===== config.mk =====
export PLATFORM = sky130hd
export DESIGN_NAME = pushbutton_debouncer
export DESIGN_NICKNAME = d
export VERILOG_FILES = /design/src/rtl/pushbutton_debouncer.sv
export SDC_FILE = /design/constraint.sdc
export NUM_CORES = 1
export LEC_CHECK = 0
export ABC_AREA = 1
export ABC_CLOCK_PERIOD_IN_PS = 2400
export CORE_MARGIN = 2
export CORE_UTILIZATION = 55
export CTS_BUF_LIST = sky130_fd_sc_hd__clkbuf_8
export DETAILED_ROUTE_END_ITERATION = 10
export PLACE_DENSITY = 0.71
export SYNTH_ARGS = -nofsm -noshare
export SYNTH_HDL_FRONTEND = slang
export SYNTH_SLANG_ARGS = --single-unit

===== constraint.sdc =====
create_clock -name clk -period 2.4 [get_ports clk]
set_clock_uncertainty 0.1 [all_clocks]
set_input_delay 0.36 -clock clk [delete_from_list [all_inputs] [get_ports clk]]
set_output_delay 0.36 -clock clk [all_outputs]
set_load 0.01 [all_outputs]

===== src/rtl/pushbutton_debouncer.sv =====
// pushbutton_debouncer
// Per-channel button conditioner. Each channel has a two-flop synchronizer,
// a debounce state machine with a stable-sample counter, and a repeat timer.
// The outputs are a debounced level (DPBs), a single pulse per accepted
// press (SCENs) and an auto-repeat pulse train while the button is held
// (MCENs). Every output comes straight from a flop.

module pushbutton_debouncer #(
  parameter int N_BTN           = 4,
  parameter int DEBOUNCE_CYCLES = 500000,
  parameter int REPEAT_DELAY    = 25000000,
  parameter int REPEAT_PERIOD   = 5000000
) (
  input  logic             clk,
  input  logic             reset,
  input  logic [N_BTN-1:0] PBs,
  output logic [N_BTN-1:0] DPBs,
  output logic [N_BTN-1:0] SCENs,
  output logic [N_BTN-1:0] MCENs
);

  // The debounce counter only has to reach DEBOUNCE_CYCLES-1. The repeat
  // counter is sized for the larger of its two reload values.
  localparam int CNT_W   = (DEBOUNCE_CYCLES > 1) ? $clog2(DEBOUNCE_CYCLES + 1) : 1;
  localparam int RPT_MAX = (REPEAT_DELAY > REPEAT_PERIOD) ? REPEAT_DELAY : REPEAT_PERIOD;
  localparam int RCNT_W  = (RPT_MAX > 1) ? $clog2(RPT_MAX + 1) : 1;

  localparam logic [CNT_W-1:0]  CNT_LAST    = CNT_W'(DEBOUNCE_CYCLES - 1);
  localparam logic [RCNT_W-1:0] RCNT_DELAY  = RCNT_W'(REPEAT_DELAY - 1);
  localparam logic [RCNT_W-1:0] RCNT_PERIOD = RCNT_W'(REPEAT_PERIOD - 1);

  typedef enum logic [1:0] {
    IDLE      = 2'd0,
    PRESS_CHK = 2'd1,
    HELD      = 2'd2,
    REL_CHK   = 2'd3
  } state_t;

  logic [N_BTN-1:0] sync1_reg;
  logic [N_BTN-1:0] sync2_reg;

  // Two-flop synchronizer for the raw, asynchronous button levels.
  always_ff @(posedge clk) begin
    if (reset) begin
      sync1_reg <= '0;
      sync2_reg <= '0;
    end else begin
      sync1_reg <= PBs;
      sync2_reg <= sync1_reg;
    end
  end

  for (genvar gi = 0; gi < N_BTN; gi++) begin : g_chan
    state_t            state_reg, state_next;
    logic [CNT_W-1:0]  cnt_reg, cnt_next;
    logic [RCNT_W-1:0] rcnt_reg, rcnt_next;
    logic              dpb_reg, dpb_next;
    logic              scen_reg, scen_next;
    logic              mcen_reg, mcen_next;
    logic              s;

    assign s = sync2_reg[gi];

    // State, debounce counter and repeat counter registers.
    always_ff @(posedge clk) begin
      if (reset) begin
        state_reg <= IDLE;
        cnt_reg   <= '0;
        rcnt_reg  <= '0;
        dpb_reg   <= 1'b0;
        scen_reg  <= 1'b0;
        mcen_reg  <= 1'b0;
      end else begin
        state_reg <= state_next;
        cnt_reg   <= cnt_next;
        rcnt_reg  <= rcnt_next;
        dpb_reg   <= dpb_next;
        scen_reg  <= scen_next;
        mcen_reg  <= mcen_next;
      end
    end

    // Next-state logic. The repeat counter is left alone in REL_CHK so that
    // a short release bounce does not disturb the repeat schedule.
    always_comb begin
      state_next = state_reg;
      cnt_next   = cnt_reg;
      rcnt_next  = rcnt_reg;
      case (state_reg)
        IDLE: begin
          if (s) begin
            state_next = PRESS_CHK;
            cnt_next   = '0;
          end
        end
        PRESS_CHK: begin
          if (!s) begin
            state_next = IDLE;
          end else if (cnt_reg == CNT_LAST) begin
            state_next = HELD;
            rcnt_next  = RCNT_DELAY;
          end else begin
            cnt_next = cnt_reg + 1'b1;
          end
        end
        HELD: begin
          if (!s) begin
            state_next = REL_CHK;
            cnt_next   = '0;
          end else if (rcnt_reg == '0) begin
            rcnt_next = RCNT_PERIOD;
          end else begin
            rcnt_next = rcnt_reg - 1'b1;
          end
        end
        REL_CHK: begin
          if (s) begin
            state_next = HELD;
          end else if (cnt_reg == CNT_LAST) begin
            state_next = IDLE;
          end else begin
            cnt_next = cnt_reg + 1'b1;
          end
        end
        default: state_next = IDLE;
      endcase
    end

    // Output logic, computed from the transition so the flopped outputs line
    // up with the first cycle spent in the new state.
    always_comb begin
      dpb_next  = (state_next == HELD) || (state_next == REL_CHK);
      scen_next = (state_reg == PRESS_CHK) && (state_next == HELD);
      mcen_next = scen_next ||
                  ((state_reg == HELD) && s && (rcnt_reg == '0));
    end

    assign DPBs[gi]  = dpb_reg;
    assign SCENs[gi] = scen_reg;
    assign MCENs[gi] = mcen_reg;
  end

endmodule


==> results by group <==
CTS
  – CTS Sinks: 203
  – Cts bufs inserted: 37
  – Root buffer cell: clkbuf_8
  – Worst-path clk slew: 0.06 ns
  – H-tree levels: 2
  – Hold buffers post-CTS: 0
  – Clock buffer depth: 3
  – Worst skew pair latency: 0.53 ns
  – CTS tree: built

Yosys
  – Top_reg_cell synth: dfxtp_1
  – Yosys reg bits: 203
  – Syn_nets: 1,955
  – Mapped Cells: 1,941
  – Avg Cell Area, Syn: 6.154 um^2
  – Post-synth EDFFs: 0
  – Seq/Total Area, Yosys: 34.02%
  – Post-Syn Area: 0.01195 mm^2
  – Post-synth ARST share: 0%
  – Top cells by area, synth: dfxtp_1, nand2_1, nor2_1, nand3_1, inv_1
  – Cell taking the most area after synthesis: dfxtp_1
  – Synth unique cells: 43
  – Synth top area share: 34.02%
  – Ys Warns: 0

Detailed routing
  – WL final: 29.56 mm
  – 1st-pass router iterations: 6
  – DRC violations left: 0
  – Avg Vias per Cell: 5.256
  – Remaining antenna violation count: 0
  – Detailed-route via count: 11,960
  – Iteration-0 DRC count of the detailed router: 513
  – Post-DR wirelength/cell: 12.99 um

Global routing
  – Pin count of the biggest net entering global routing: 36
  – Number of global-route vias before repair: 10,950
  – Initial antenna violation count: 0
  – Global-route wire length before repair: 50.20 mm
  – GR Util All Layers: 26.43%
  – Total grt overflow: 0

Timing
  – Fin. max-slew vios: 0
  – Final Hold Vio Count: 0
  – Worst-Margin Slew: 0.5272 ns
  – Final-report setup violation count: 0
  – Fin crit share: 90.92%
  – Worst rel slew slack: 64.81%
  – RSZ-0062 raised after global routing: no
  – Min Clock Period, post-route: 2.182 ns
  – PnR worst setup slack: 0.2180 ns
  – Sum Neg Setup Slack: 0 ns
  – Fmax: 458.3 MHz

Placement
  – Dpl hpwl: 21.27 mm
  – RePlAce Congestion: 0.9694
  – Port bufs: 17
  – Dpl cells: 2,211
  – Pre-CTS setup slack: 0.2398 ns

Die
  – Core ar.: 0.02115 mm^2
  – Die area: 0.02291 mm^2
  – Starting Density: 56.47%
  – Num rows: 53
  – Die height: 151.4 um
  – IO Pins: 18
  – Horiz. Die Dim: 151.4 um

Critical path
  – Crit path required time: 2.72 ns
  – FF-to-FF Start: g_chan[3].cnt_reg[0]
  – Max FO, Critical Path: 15
  – Worst Setup EP: g_chan[3].rcnt_reg[0]
  – Critical Path Source Type: flop
  – Worst R2R Path Depth: 10
  – Reg2reg end: g_chan[3].rcnt_reg[0]
  – CP Launch Point: g_chan[3].cnt_reg[0]
  – Critical path endpoint category: flop
  – WS Path Type: flop to flop
  – Worst path arrival time: 2.50 ns
  – Worst reg-to-reg setup slack: 0.22 ns

Layout
  – Most common cell after layout, fill and taps aside: nand2_1
  – Final antenna diode count: 0
  – Layout area overhead: 10.76%
  – Final Util: 62.54%
  – Most frequent cells in the layout: nand2_1, nor2_1, inv_1
  – Post-Layout Cell Count: 2,276
  – Max reg flops: 100
  – Fraction of layout cells with a size suffix above 1: 6.647%
  – Final nets: 1,989

Power
  – Leak: 5.841 nW
  – VDD IR max: 481.0 uV
  – PD cells: 553.2 mW/mm^2

Worst hold path
  – HP Class: input pin to flop

Run status
  – Status: finished, final reports clean

Flow run
  – Max Cap Violations: 0
synthesized netlist by cell type (2+ instances only):
| cell type | count |
|---|---|
| nor4_1 | 2 |
| or2_2 | 7 |
| buf_4 | 17 |
| buf_1 | 5 |
| buf_2 | 13 |
| nand4_1 | 54 |
| xor2_1 | 26 |
| xnor2_1 | 21 |
| nor3_1 | 34 |
| o21bai_1 | 6 |
| nor2_1 | 396 |
| nand2_1 | 495 |
| nor3b_1 | 2 |
| nand2_2 | 2 |
| dfxtp_1 | 203 |
| inv_1 | 208 |
| inv_2 | 7 |
| nor2_2 | 9 |
| o31ai_1 | 2 |
| nand3b_1 | 10 |
| nand3_1 | 157 |
| nor2_4 | 5 |
| buf_6 | 6 |
| o211ai_1 | 3 |
| a21oi_1 | 131 |
| and2_1 | 2 |
| a31oi_1 | 3 |
| nand2_4 | 3 |
| o21ai_0 | 77 |
| ha_1 | 8 |
| clkbuf_1 | 15 |
repair_timing:
action	in CTS	in global routing
setup buffers	0	0
endpoints found under the setup margin	0	1
resized for setup	0	1
critical path: stages, from the launching register on:
cell     delay, ns
dfxtp_1       0.41
ha_1          0.27
nand3_1       0.14
inv_1         0.13
nand3_2       0.10
nor2_4        0.16
nand2_4       0.09
nand2_4       0.15
inv_1         0.24
nor3_1        0.22
nor2_1        0.05
through the flow:
step	hold WS (ns)	power, mW	instance area [um^2]
6_report	0.09925	7.319	13230
5_1_grt	0.08599	7.557	13230
4_1_cts	0.07751	7.394	13230
3_5_place_dp	0.2957	3.637	12370
3_3_place_gp	0.2898	3.635	12370
2_1_floorplan	0.2883	3.570	11950
cell families (layout without fill, tap and decap cells):
logic type,Yosys count,in the layout,synth area share (%)
DFF,203,203,34.02
adders and majority gates,8,8,0.8380
and+or+nand+nor,1181,1181,41.76
AOI/OAI and AO/OA,229,229,10.08
buffers and inverters,273,333,9.856
xor gates and xnor gates,47,47,3.446
report_power, final:
part | total, mW | switching [mW] | internal, mW | leakage, nW
Combinational | 0.172 | 0.125 | 0.0473 | 3.74
Sequential | 3.39 | 0.0104 | 3.38 | 1.64
Clock | 3.75 | 1.47 | 2.28 | 0.467
Total | 7.32 | 1.61 | 5.71 | 5.84
routing by layer:
layer	wire [um]	vias to the layer above	GRT usage, %	part of all wire [%]
li1	-	6279	-	-
met1	13960	5339	34.71	47
met2	13420	279	44.12	45
met3	1471	66	4.367	5.0
met4	703	0	8.785	2.4
met5	0	-	0	0
final cells by class:
class / instances / area [um^2]
Multi-Input combinational cell: 1465 / 6709
Fill cell: 2052 / 7924
Tap cell: 275 / 344.1
Inverter: 215 / 807.0
Clock buffer: 50 / 688.2
Clock inverter: 15 / 167.7
Timing Repair Buffer: 53 / 450.4
Sequential cell: 203 / 4064
worst min-delay path by stage:
stage	from	end	slack (ns)	depth (start not counted)
4_1_cts	reset	g_chan[2].rcnt_reg[9]	0.08	2
3_5_place_dp	sync1_reg[3]	sync2_reg[3]	0.30	2
3_3_place_gp	sync1_reg[2]	sync2_reg[2]	0.29	2
5_1_grt	reset	g_chan[2].rcnt_reg[9]	0.09	2
6_report	reset	sync1_reg[2]	0.1	2
2_1_floorplan	sync1_reg[0]	sync2_reg[0]	0.29	2
No activity file was read; power rests on OpenSTA's default activity.
